## config.mk

```make
export PLATFORM = sky130hd
export DESIGN_NAME = uart_tx_flat
export DESIGN_NICKNAME = d
export VERILOG_FILES = /design/src/rtl/uart_pkg.sv /design/src/rtl/uart_tx_if.sv /design/src/rtl/uart_tx_fifo.sv /design/src/rtl/uart_tx.sv /design/src/flat_wrapper.sv
export SDC_FILE = /design/constraint.sdc
export NUM_CORES = 1
export LEC_CHECK = 0
export CAP_MARGIN = 20
export CORE_MARGIN = 2
export CORE_UTILIZATION = 60
export DETAILED_ROUTE_END_ITERATION = 16
export PLACE_DENSITY = 0.8
export SYNTH_ARGS = -nofsm -noshare
export SYNTH_HDL_FRONTEND = slang
export SYNTH_HIERARCHICAL = 1
export SYNTH_SLANG_ARGS = --single-unit
```

## constraint.sdc

```tcl
create_clock -name clk -period 6.55 [get_ports clk]
set_input_delay 0.655 -clock clk [delete_from_list [all_inputs] [get_ports clk]]
set_output_delay 0.655 -clock clk [all_outputs]
set_load 0.01 [all_outputs]
```

## src/rtl/uart_pkg.sv

```systemverilog
// rtl/uart_pkg.sv - UART state encodings and line levels shared by transmitter and receiver
package uart_pkg;
    localparam int   UART_DATA_W      = 8;
    localparam logic UART_IDLE_LEVEL  = 1'b1;
    localparam logic UART_START_LEVEL = 1'b0;
    localparam logic UART_STOP_LEVEL  = 1'b1;

    typedef enum logic [2:0] {
        ST_IDLE   = 3'd0,
        ST_START  = 3'd1,
        ST_DATA   = 3'd2,
        ST_PARITY = 3'd3,
        ST_STOP   = 3'd4
    } uart_state_e;

    function automatic logic even_parity(input logic [UART_DATA_W-1:0] d);
        return ^d;
    endfunction
endpackage

```

## src/rtl/uart_tx_if.sv

```systemverilog
// rtl/uart_tx_if.sv - byte handshake between a producer and the UART transmitter
interface uart_tx_if;
    import uart_pkg::*;
    logic [UART_DATA_W-1:0] tx_byte;
    logic                   tx_valid;
    logic                   tx_ready;

    modport master (output tx_byte, output tx_valid, input tx_ready);
    modport slave  (input tx_byte, input tx_valid, output tx_ready);
endinterface

```

## src/rtl/uart_tx_fifo.sv

```systemverilog
// rtl/uart_tx_fifo.sv - synchronous FIFO feeding the UART transmitter
module uart_tx_fifo #(
    parameter int DEPTH = 4,
    parameter int WIDTH = 8
) (
    input  logic             clk,
    input  logic             res_n,
    input  logic             push,
    input  logic [WIDTH-1:0] din,
    input  logic             pop,
    output logic [WIDTH-1:0] dout,
    output logic             full,
    output logic             empty
);
    localparam int AW = $clog2(DEPTH);

    logic [AW:0]      wr_ptr_q, wr_ptr_d;
    logic [AW:0]      rd_ptr_q, rd_ptr_d;
    logic [WIDTH-1:0] mem_q [DEPTH];
    logic             do_push, do_pop;

    // Extra pointer MSB distinguishes full from empty when the indices match.
    assign full  = (wr_ptr_q[AW] != rd_ptr_q[AW]) && (wr_ptr_q[AW-1:0] == rd_ptr_q[AW-1:0]);
    assign empty = (wr_ptr_q == rd_ptr_q);
    assign dout  = mem_q[rd_ptr_q[AW-1:0]];

    always_comb begin
        do_push  = push && !full;
        do_pop   = pop && !empty;
        wr_ptr_d = do_push ? wr_ptr_q + (AW+1)'(1) : wr_ptr_q;
        rd_ptr_d = do_pop  ? rd_ptr_q + (AW+1)'(1) : rd_ptr_q;
    end

    always_ff @(posedge clk) begin
        if (!res_n) begin
            wr_ptr_q <= '0;
            rd_ptr_q <= '0;
        end else begin
            wr_ptr_q <= wr_ptr_d;
            rd_ptr_q <= rd_ptr_d;
        end
    end

    always_ff @(posedge clk) begin
        if (do_push) begin
            mem_q[wr_ptr_q[AW-1:0]] <= din;
        end
    end
endmodule

```

## src/rtl/uart_tx.sv

```systemverilog
// rtl/uart_tx.sv - FIFO-buffered 8N1 UART transmitter; UART_TX_PARITY_EN adds an even parity bit
module uart_tx
    import uart_pkg::*;
#(
    parameter int OVERSAMPLE = 4,
    parameter int FIFO_DEPTH = 4
) (
    input  logic        clk,
    input  logic        res_n,
    uart_tx_if.slave    tx_if,
    output logic        tx,
    output logic        busy,
    output logic        tx_done
);
    localparam int CW = $clog2(OVERSAMPLE);

    uart_state_e            state_q, state_d;
    logic [CW-1:0]          cnt_q, cnt_d;
    logic [2:0]             bit_q, bit_d;
    logic [UART_DATA_W-1:0] shift_q, shift_d;
    logic                   tx_q, tx_d;
    logic                   done_q, done_d;
    logic                   busy_q, busy_d;
`ifdef UART_TX_PARITY_EN
    logic                   parity_q, parity_d;
`endif
    logic                   cnt_wrap;
    logic                   fifo_pop, fifo_full, fifo_empty;
    logic [UART_DATA_W-1:0] fifo_dout;

    assign tx_if.tx_ready = !fifo_full;

    uart_tx_fifo #(
        .DEPTH (FIFO_DEPTH),
        .WIDTH (UART_DATA_W)
    ) u_fifo (
        .clk   (clk),
        .res_n (res_n),
        .push  (tx_if.tx_valid && !fifo_full),
        .din   (tx_if.tx_byte),
        .pop   (fifo_pop),
        .dout  (fifo_dout),
        .full  (fifo_full),
        .empty (fifo_empty)
    );

    always_comb begin
        state_d  = state_q;
        cnt_d    = cnt_q;
        bit_d    = bit_q;
        shift_d  = shift_q;
        fifo_pop = 1'b0;
        tx_d     = UART_IDLE_LEVEL;
        done_d   = 1'b0;
`ifdef UART_TX_PARITY_EN
        parity_d = parity_q;
`endif
        cnt_wrap = (cnt_q == CW'(OVERSAMPLE - 1));
        busy_d   = (state_q != ST_IDLE) || !fifo_empty;
        if (state_q != ST_IDLE) begin
            cnt_d = cnt_wrap ? '0 : cnt_q + CW'(1);
        end
        // tx_d reflects the current state, so the line lags the FSM by one clock.
        case (state_q)
            ST_IDLE: begin
                if (!fifo_empty) begin
                    fifo_pop = 1'b1;
                    shift_d  = fifo_dout;
`ifdef UART_TX_PARITY_EN
                    parity_d = even_parity(fifo_dout);
`endif
                    state_d  = ST_START;
                end
            end
            ST_START: begin
                tx_d = UART_START_LEVEL;
                if (cnt_wrap) state_d = ST_DATA;
            end
            ST_DATA: begin
                tx_d = shift_q[0];
                if (cnt_wrap) begin
                    shift_d = {1'b0, shift_q[UART_DATA_W-1:1]};
                    bit_d   = bit_q + 3'd1;
                    if (bit_q == 3'd7) begin
`ifdef UART_TX_PARITY_EN
                        state_d = ST_PARITY;
`else
                        state_d = ST_STOP;
`endif
                    end
                end
            end
`ifdef UART_TX_PARITY_EN
            ST_PARITY: begin
                tx_d = parity_q;
                if (cnt_wrap) state_d = ST_STOP;
            end
`endif
            ST_STOP: begin
                tx_d = UART_STOP_LEVEL;
                if (cnt_wrap) begin
                    done_d = 1'b1;
                    // Chain straight into the next frame without an idle bit.
                    if (!fifo_empty) begin
                        fifo_pop = 1'b1;
                        shift_d  = fifo_dout;
`ifdef UART_TX_PARITY_EN
                        parity_d = even_parity(fifo_dout);
`endif
                        state_d  = ST_START;
                    end else begin
                        state_d  = ST_IDLE;
                    end
                end
            end
            default: state_d = ST_IDLE;
        endcase
    end

    always_ff @(posedge clk) begin
        if (!res_n) begin
            state_q  <= ST_IDLE;
            cnt_q    <= '0;
            bit_q    <= '0;
            shift_q  <= '0;
            tx_q     <= UART_IDLE_LEVEL;
            done_q   <= 1'b0;
            busy_q   <= 1'b0;
`ifdef UART_TX_PARITY_EN
            parity_q <= 1'b0;
`endif
        end else begin
            state_q  <= state_d;
            cnt_q    <= cnt_d;
            bit_q    <= bit_d;
            shift_q  <= shift_d;
            tx_q     <= tx_d;
            done_q   <= done_d;
            busy_q   <= busy_d;
`ifdef UART_TX_PARITY_EN
            parity_q <= parity_d;
`endif
        end
    end

    assign tx      = tx_q;
    assign busy    = busy_q;
    assign tx_done = done_q;
endmodule

```

## src/flat_wrapper.sv

```systemverilog
// flat-port wrapper written by rule: the top's interface ports become plain ports
module uart_tx_flat import uart_pkg::*;
#(
    parameter int OVERSAMPLE = 4,
    parameter int FIFO_DEPTH = 4
)
  (clk, res_n, tx, busy, tx_done, tx_if_tx_byte, tx_if_tx_valid, tx_if_tx_ready);
  uart_tx_if tx_if_i ();
  input  logic clk;
  input  logic res_n;
  output logic tx;
  output logic busy;
  output logic tx_done;
  input wire logic [$bits(tx_if_i.tx_byte)-1:0] tx_if_tx_byte;
  input wire logic [$bits(tx_if_i.tx_valid)-1:0] tx_if_tx_valid;
  output wire logic [$bits(tx_if_i.tx_ready)-1:0] tx_if_tx_ready;
  assign tx_if_i.tx_byte = tx_if_tx_byte;
  assign tx_if_i.tx_valid = tx_if_tx_valid;
  assign tx_if_tx_ready = tx_if_i.tx_ready;
  uart_tx #(.OVERSAMPLE(OVERSAMPLE), .FIFO_DEPTH(FIFO_DEPTH)) u_core (.clk(clk), .res_n(res_n), .tx_if(tx_if_i), .tx(tx), .busy(busy), .tx_done(tx_done));
endmodule
```

==> flow_summary.ini, run 1 <==
[run_status]
status = completed

[power]
leakagePower_nw = 1.07
p_total_mw = 1.19
p_per_area_nw_per_um2 = 392
irDropWorstVdd_mv = 0.216

[cts]
cts_setup_buffers = 0
root_buffer = clkbuf_8
clk_pin_slew_ps = 60
cts_resized = 0
clk_latency_ps = 320
cts_inserted_buffers = 9
clock_sinks = 59
cts.path.max_buffers = 2
cts_hold_buf = 0
cts_tree = built
htreeDepth = 3

[floorplanning]
start_util_pct = 62.0
io-pin-count = 15
die_h_um = 70.9
rows = 24
die_x_um = 70.9
core_um2 = 4320
dieArea_um2 = 5020

[drt]
dr.max_layer_used = met4
initialDrtViolationCount = 116
first_pass_iters = 5
wl_um = 4830
vias_per_cell = 6.38
ant_nets = 0
vias = 1793
wl_met2_um = 2310
avgRoutedWirePerCell_um = 17.2
drc = 0
routed-wl-met3_um = 302
wl_met1_um = 2080

[logic_synthesis]
syn_inst = 210
ys.flop_type = edfxtp_1
avgSynthCellArea_um2 = 12.8
synth_area_leaders = edfxtp_1 (36%), dfxtp_1 (20%), mux4_2 (6.7%), ha_1 (4.2%), mux2i_1 (3.0%)
synth_common_cells = edfxtp_1 (32), dfxtp_1 (27), a21oi_1 (13)
syn-num-nets = 230
synth_top_cell_area_share_pct = 35.8
synth_most_common_cell = edfxtp_1
ys_warn_count = 6
async_flop_share_pct = 0
yosysUniqueCellTypes = 46
synth-edff-count = 32
yosys_register_bits = 59
ys_seq_area_share_pct = 56.0
yosysTopAreaCell = edfxtp_1
synth_area_um2 = 2680

[job]
maxCapViolations = 0

[worst_setup_path]
cp_slowest_stage_delay_ps = 610
worstPathCellList = xor2_1 -> nor3_1 -> nor3_1 -> a21boi_0 -> nand2_1 -> and2_1 -> o31a_1
critPathMaxFanout = 7
cp_top_family = compound AO/OA/AOI/OAI gates
crit_arrival_ps = 3060
path_common_cell = nor3_1
reg2reg_slack_ps = 3710
critical_path.slowest_cell = a21boi_0
worstSetupPathType = reg2reg
critical_path_required_ps = 6770
cp-end-kind = flop
cp-start-kind = flop
critPathBufInv = 0

[sta]
hold_viol_final = 0
maxSlewHeadroom_pct = 35.6
period_needed_ps = 2840
worst_pin_slew_ps = 962
setup_viol = 0
rsz0062_at_grt = false
setup_tns_ps = 0
fmax_ghz = 0.352
slew_violations = 0
finClkSkew_ps = 5.13
timing.hold.ws_ps = 462
fin_crit_sh_pct = 43.3

[finish]
antennaDiodeCount = 0
layout-drive-gt1-share_pct = 12.7
fin_util_pct = 70.1
nNetsFinal = 244
layoutNonFillerInstCount = 281
filler_cell_count = 319
synthToLayoutAreaGrowth_pct = 13.0

[placement]
hpwlAfterDp_um = 3260
dp_cells = 265
port_buffers = 14
place.gp.congestion = 0.835

[grt]
track_usage_pct = 21.2
overflow = 0
grt_max_degree = 28
grt_pass1_vias = 1747
grt_pass1_wl_um = 8210
grt_antenna_before_repair = 0

[worst_hold_path]
hp-class = reg2reg
## sequential cells by signal, summed over array words and instances, names as in the netlist, named ones only
register	flops
u_core/tx	1
u_core/u_fifo/wr_ptr_q	3
u_core/bit_q	3
u_core/busy	1
u_core/state_q	3
u_core/tx_done	1
u_core/u_fifo/mem_q	32
u_core/cnt_q	2
u_core/u_fifo/rd_ptr_q	3
u_core/shift_q	8
## worst min-delay path: stages, from the launching register on
cell and delay, ps:
dfxtp_1 310, nand2_1 50, o21ai_1 50
## stage by stage
step,setup slack (ps),instance area (um2)
3_3_place_gp,4020,2820
4_1_cts,3770,3030
3_5_place_dp,3800,2820
6_report,3710,3030
5_1_grt,3550,3030
2_1_floorplan,4260,2680
## final timing paths
kind              depth (start not counted)                              startpoint                                endpoint
setup / recovery                          7  u_core/u_fifo/wr_ptr_q[0]$_SDFFE_PN0P_  u_core/u_fifo/rd_ptr_q[2]$_SDFFE_PN0P_
setup reg to reg                          7  u_core/u_fifo/wr_ptr_q[0]$_SDFFE_PN0P_  u_core/u_fifo/rd_ptr_q[2]$_SDFFE_PN0P_
hold reg to reg                           2          u_core/shift_q[7]$_SDFFE_PN0P_          u_core/shift_q[7]$_SDFFE_PN0P_
hold / removal                            2          u_core/shift_q[7]$_SDFFE_PN0P_          u_core/shift_q[7]$_SDFFE_PN0P_
## layer usage
| metal | global-route usage [%] | up-vias |
|---|---|---|
| met5 | 0 | - |
| met4 | 12.6 | 0 |
| met3 | 4.70 | 23 |
| met2 | 32.3 | 80 |
| met1 | 27.9 | 863 |
| li1 | - | 827 |
## kinds of logic after synthesis
family | count (synthesis) | share of synthesized area, %
AOI/OAI and AO/OA | 44 | 11.0
xor gates and xnor gates | 7 | 2.29
adders and majority gates | 9 | 4.20
buffers and inverters | 19 | 3.59
DFF | 59 | 56.0
muxes | 16 | 9.71
and+or+nand+nor | 56 | 13.2
## final cells by class
cell class	instances	area [um2]	area share (%)
clock buffers	11	131	4.34
inverters	8	30.0	0.991
multi-input cells	132	1080	35.8
flip-flops and latches	59	1500	49.6
repair buffers	14	140	4.63
clock inverters	5	77.6	2.56
well taps	52	65.1	2.15
## layout by cell type, fill, tap and decap left out, types with 5 or more instances in the layout
cell type         n
o21ai_0           6
mux2i_1           8
nand3b_1          6
a21oi_1          13
edfxtp_1         32
clkdlybuf4s50_1  14
clkbuf_8          9
mux4_2            8
nand2_1           8
o31ai_1           7
and2_1            5
dfxtp_1          27
nor3_1            8
nand3_1           6
inv_1             8
ha_1              9
## power by group
part | leakage [nW] | internal [mW] | switching, mW
Clock | 0.103 | 0.213 | 0.132
Combinational | 0.452 | 0.145 | 0.175
Sequential | 0.515 | 0.463 | 0.0613
Total | 1.07 | 0.821 | 0.368
Power figures use the tool's default switching activity.
==> run 2: changes to the inputs <==
Settings changed: CORE_UTILIZATION 60 to 59, PLACE_DENSITY 0.8 to 0.79.
Clock period 6.55 ns to 2.8 ns, I/O delays scaled along.
==> flow_summary.ini, run 2 (synthesis results as in run 1) <==
[run_status]
status = completed

[cts]
root_buffer = clkbuf_8
cts.path.max_buffers = 2
cts_tree = built
clk_pin_slew_ps = 70
clock_sinks = 59
cts_hold_buf = 0
htreeDepth = 3
cts_resized = 0
cts_setup_buffers = 0
clk_latency_ps = 330
cts_inserted_buffers = 9

[floorplanning]
io-pin-count = 15
die_x_um = 71.4
core_um2 = 4350
rows = 24
dieArea_um2 = 5100
start_util_pct = 61.6
die_h_um = 71.4

[worst_setup_path]
worstSetupPathType = reg2reg
critPathMaxFanout = 8
worstPathCellList = xor2_1 -> nor3_1 -> nor2b_1 -> inv_1 -> a31oi_1 -> and2_1
reg2reg_slack_ps = 170
critical_path.slowest_cell = xor2_1
rr_startpoint = u_core/u_fifo/rd_ptr_q[0]$_SDFFE_PN0P_
crit_arrival_ps = 2610
critical_path_required_ps = 2790
reg2reg_depth = 6
cp_slowest_stage_delay_ps = 490
cp-end-kind = flop
r2r_end = u_core/u_fifo/mem_q[0][0]$_DFFE_PP_
cp-start-kind = flop

[drt]
vias = 1765
drc = 0
wl_um = 5050
initialDrtViolationCount = 120
vias_per_cell = 6.17
first_pass_iters = 4
avgRoutedWirePerCell_um = 17.7
ant_nets = 0

[sta]
maxSlewHeadroom_pct = 52.8
setup_tns_ps = 0
period_needed_ps = 2630
finClkSkew_ps = 4.58
rsz0062_at_grt = false
fin_crit_sh_pct = 93.9
setup_viol = 0
hold_viol_final = 0
worst_pin_slew_ps = 702
fmax_ghz = 0.380
slew_violations = 0

[placement]
port_buffers = 14
hpwlAfterDp_um = 3420
dp_cells = 270
dpl-instance-area_um2 = 2860
place.gp.congestion = 0.826

[worst_hold_path]
worstHoldPathCells = 2
hp-start = u_core/shift_q[7]$_SDFFE_PN0P_
hp-class = reg2reg
worstHoldEndpoint = u_core/shift_q[7]$_SDFFE_PN0P_

[grt]
grt_pass1_wl_um = 8270
track_usage_pct = 21.7
grt_antenna_before_repair = 0
overflow = 0
grt_pass1_vias = 1715
grt_max_degree = 28

[finish]
seqCellArea_um2 = 1500
mostFrequentLayoutCells = edfxtp_1 (32), dfxtp_1 (27), clkdlybuf4s50_1 (14)
antennaDiodeCount = 0
multiInputGateArea_um2 = 1080
design_area_um2 = 3050
largest_reg_flops = 32
synthToLayoutAreaGrowth_pct = 13.8
nNetsFinal = 249
layoutNonFillerInstCount = 286
final_common_cell = edfxtp_1
filler_cell_count = 277
fin_util_pct = 70.1
layout-drive-gt1-share_pct = 14.5

[job]
maxCapViolations = 0

[power]
leakagePower_nw = 1.08
p_per_area_nw_per_um2 = 910
irDropWorstVdd_mv = 0.602
[run 2: stage by stage]
stage	total power, mW	hold WS [ps]	setup WS (ps)
after floorplan	1.81	379	507
after global placement	1.96	442	492
after detailed placement	2.02	450	295
after CTS	2.77	462	207
after global routing	2.92	494	55.9
final	2.77	460	171
[run 2: worst max-delay path by stage]
| stage | startpoint | to | slack (ps) | cells past startpoint |
|---|---|---|---|---|
| 3_5_place_dp | u_core/u_fifo/wr_ptr_q[0]$_SDFFE_PN0P_ | u_core/u_fifo/mem_q[0][3]$_DFFE_PP_ | 300 | 6 |
| 2_1_floorplan | u_core/u_fifo/wr_ptr_q[0]$_SDFFE_PN0P_ | u_core/u_fifo/rd_ptr_q[2]$_SDFFE_PN0P_ | 510 | 7 |
| 5_1_grt | u_core/u_fifo/wr_ptr_q[0]$_SDFFE_PN0P_ | u_core/u_fifo/mem_q[0][4]$_DFFE_PP_ | 60 | 6 |
| 6_report | u_core/u_fifo/rd_ptr_q[0]$_SDFFE_PN0P_ | u_core/u_fifo/mem_q[0][0]$_DFFE_PP_ | 170 | 6 |
| 4_1_cts | u_core/u_fifo/wr_ptr_q[0]$_SDFFE_PN0P_ | u_core/u_fifo/mem_q[0][3]$_DFFE_PP_ | 210 | 6 |
| 3_3_place_gp | u_core/u_fifo/wr_ptr_q[0]$_SDFFE_PN0P_ | u_core/u_fifo/mem_q[0][4]$_DFFE_PP_ | 490 | 6 |
[run 2: power breakdown]
| group | switching [mW] | internal [mW] | total [mW] |
|---|---|---|---|
| combinational | 0.440 | 0.364 | 0.804 |
| clock | 0.336 | 0.411 | 0.747 |
| sequential | 0.141 | 1.08 | 1.22 |
[run 2: routing by layer]
layer	GRT usage (%)	vias to the layer above	wire [um]
met5	0	-	0
li1	-	838	-
met2	31.7	60	2360
met1	29.0	855	2360
met4	9.22	0	108
met3	8.58	12	226
[run 2: cell type report]
| cell class | instances | share of cell area (%) |
|---|---|---|
| repair buffers | 19 | 5.82 |
| well taps | 52 | 2.13 |
| clock inverters | 6 | 2.13 |
| clock buffers | 10 | 4.18 |
| flip-flops and latches | 59 | 49.2 |
| inverters | 8 | 0.984 |
| multi-input cells | 132 | 35.5 |
[run 2: critical path, delay by kind of cell, from the launching register on]
| kind | cells | cell delay (ps) |
|---|---|---|
| AO/OA/AOI/OAI | 1 | 250 |
| XOR/XNOR | 1 | 490 |
| buffers and inverters | 1 | 120 |
| flip-flops | 1 | 470 |
| AND/OR/NAND/NOR | 3 | 960 |
==> run 3: changes to the inputs <==
Settings changed: CORE_UTILIZATION 59 to 45, GPL_TIMING_DRIVEN from default to 0, PLACE_DENSITY 0.79 to default, SYNTH_HIERARCHICAL 1 to default.
==> flow_summary.ini, run 3 <==
[floorplanning]
die_h_um = 78.6
die_x_um = 78.6
core_um2 = 5440
dieArea_um2 = 6190
io-pin-count = 15
start_util_pct = 46.1
rows = 27

[worst_setup_path]
critPathBufInv = 1
worstPathCellList = xor2_1 -> nor2_1 -> nand2_1 -> clkdlybuf4s50_1
cp_slowest_stage_delay_ps = 540
crit_arrival_ps = 2100
critical_path_required_ps = 2520
cp_top_family = XOR/XNOR gates
critPathMaxFanout = 8
rr_startpoint = u_core.u_fifo.wr_ptr_q[1]$_SDFFE_PN0P_
critical_path.slowest_cell = xor2_1
cp-start-kind = flop
cp-end-kind = output pin
cp-startpoint = u_core.u_fifo.wr_ptr_q[1]$_SDFFE_PN0P_
worstSetupPathType = reg2out

[sta]
setup_viol = 0
fin_crit_sh_pct = 85.2
period_needed_ps = 2380
slew_violations = 0
finClkSkew_ps = 11.3
worst_pin_slew_ps = 622
hold_viol_final = 0
rsz0062_at_grt = false
fmax_ghz = 0.419
maxSlewHeadroom_pct = 58.4
setup_slack_ps = 415
setup_tns_ps = 0

[logic_synthesis]
synth_most_common_cell = edfxtp_1
yosysUniqueCellTypes = 40
async_flop_share_pct = 0
yosys-mux-area-fraction_pct = 12.0
synth_common_cells = edfxtp_1 (32), dfxtp_1 (27), nor2_1 (14)
ys_warn_count = 0
yosysTopAreaCell = edfxtp_1
avgSynthCellArea_um2 = 13.9
syn_inst = 181
ys.flop_type = edfxtp_1
synth_compound_area_share_pct = 10.5
synth-simple-area-share_pct = 7.53
synth_top_family_by_area = multiplexers
syn-num-nets = 200
synth_top_cell_area_share_pct = 38.3
synth_xor_area_share_pct = 3.39
synth_area_leaders = edfxtp_1 (38%), dfxtp_1 (22%), mux4_2 (7.2%), mux2i_1 (4.8%), ha_1 (4.0%)
synth-edff-count = 32
ys_seq_area_share_pct = 59.9
synth_area_um2 = 2510
yosys_register_bits = 59
synth-adder-area-share_pct = 3.99

[placement]
dp_worst_setup_slack_ps = 529
port_buffers = 14
hpwlAfterDp_um = 3100
place.gp.congestion = 0.769

[power]
leakagePower_nw = 1.14
p_per_area_nw_per_um2 = 861
irDropWorstVdd_mv = 0.535

[grt]
grt_pass1_vias = 1470
grt_pass1_wl_um = 7360
grt_max_degree = 13
grt_antenna_before_repair = 0
track_usage_pct = 16.5
overflow = 0

[cts]
cts.path.max_buffers = 2
cts_hold_buf = 0
htreeDepth = 3
cts_resized = 0
clock_sinks = 59
cts_setup_buffers = 0
cts_tree = built
clk_pin_slew_ps = 70
root_buffer = clkbuf_8
clk_latency_ps = 340
cts_inserted_buffers = 9

[worst_hold_path]
hp-class = reg2reg
hp-start = u_core.shift_q[7]$_SDFFE_PN0P_

[drt]
vias = 1503
vias_per_cell = 5.31
avgRoutedWirePerCell_um = 15.9
first_pass_iters = 5
drc = 0
ant_nets = 0
wl_um = 4500
initialDrtViolationCount = 82

[run_status]
status = completed

[job]
maxCapViolations = 0

[finish]
mostFrequentLayoutCells = edfxtp_1 (32), dfxtp_1 (27), nor2_1 (14), clkdlybuf4s50_1 (14), mux2i_1 (12)
synthToLayoutAreaGrowth_pct = 16.2
antennaDiodeCount = 0
layout-drive-gt1-share_pct = 15.6
final_common_cell = edfxtp_1
largest_reg_flops = 32
nNetsFinal = 225
## run 3: stage by stage
| stage | utilization [%] | power [mW] | cells | hold slack, ps | instance area, um2 |
|---|---|---|---|---|---|
| detailed placement | 50.3 | 1.84 | 267 | 475 | 2740 |
| global placement | 50.3 | 1.81 | 267 | 458 | 2740 |
| global route | 53.6 | 2.66 | 283 | 519 | 2910 |
| CTS | 53.6 | 2.53 | 283 | 486 | 2910 |
| floorplan | - | 1.66 | 181 | 379 | 2510 |
| finish | 53.6 | 2.51 | 283 | 483 | 2910 |
## run 3: final cells by class
type / instances / area [um2]
fillers: 467 / 2520
flip-flops and latches: 59 / 1500
multi-input cells: 105 / 937
repair buffers: 14 / 140
clock buffers: 9 / 124
well taps: 72 / 90.1
clock inverters: 7 / 52.6
plain buffers: 8 / 35.0
inverters: 9 / 33.8
## run 3: worst min-delay path, stage by stage (launching register included)
cell and delay [ps]:
dfxtp_1 320, o31ai_1 60, a21oi_1 60
## run 3: worst paths after layout
check | end | slack [ps] | depth (start not counted)
setup / recovery | tx_if_tx_ready | 420 | 4
hold / removal | u_core.shift_q[7]$_SDFFE_PN0P_ | 480 | 2
setup reg to reg | u_core.u_fifo.mem_q[0][0]$_DFFE_PP_ | 530 | 4
hold reg to reg | u_core.shift_q[7]$_SDFFE_PN0P_ | 480 | 2
## run 3: layer usage
layer  track usage (%)  up-vias  wire length, um
li1                  -      741                -
met1              20.2      729             2080
met2              25.6       26             2170
met3              5.86        7              157
met4              8.95        0               93
met5                 0        -                0
## run 3: power by group
part	internal, mW	leakage, nW	total [mW]	switching (mW)
Sequential	1.05	0.515	1.11	0.0650
Combinational	0.327	0.546	0.700	0.373
Clock	0.324	0.0783	0.696	0.372
Total	1.70	1.14	2.51	0.809
## run 3: logic make-up (layout without fill, tap and decap cells)
logic type / count (synthesis) / count (layout)
flops: 59 / 59
simple gates: 36 / 36
compound gates: 33 / 33
mux: 20 / 20
buf+inv: 17 / 47
fa+ha+maj: 8 / 8
xor+xnor: 8 / 8
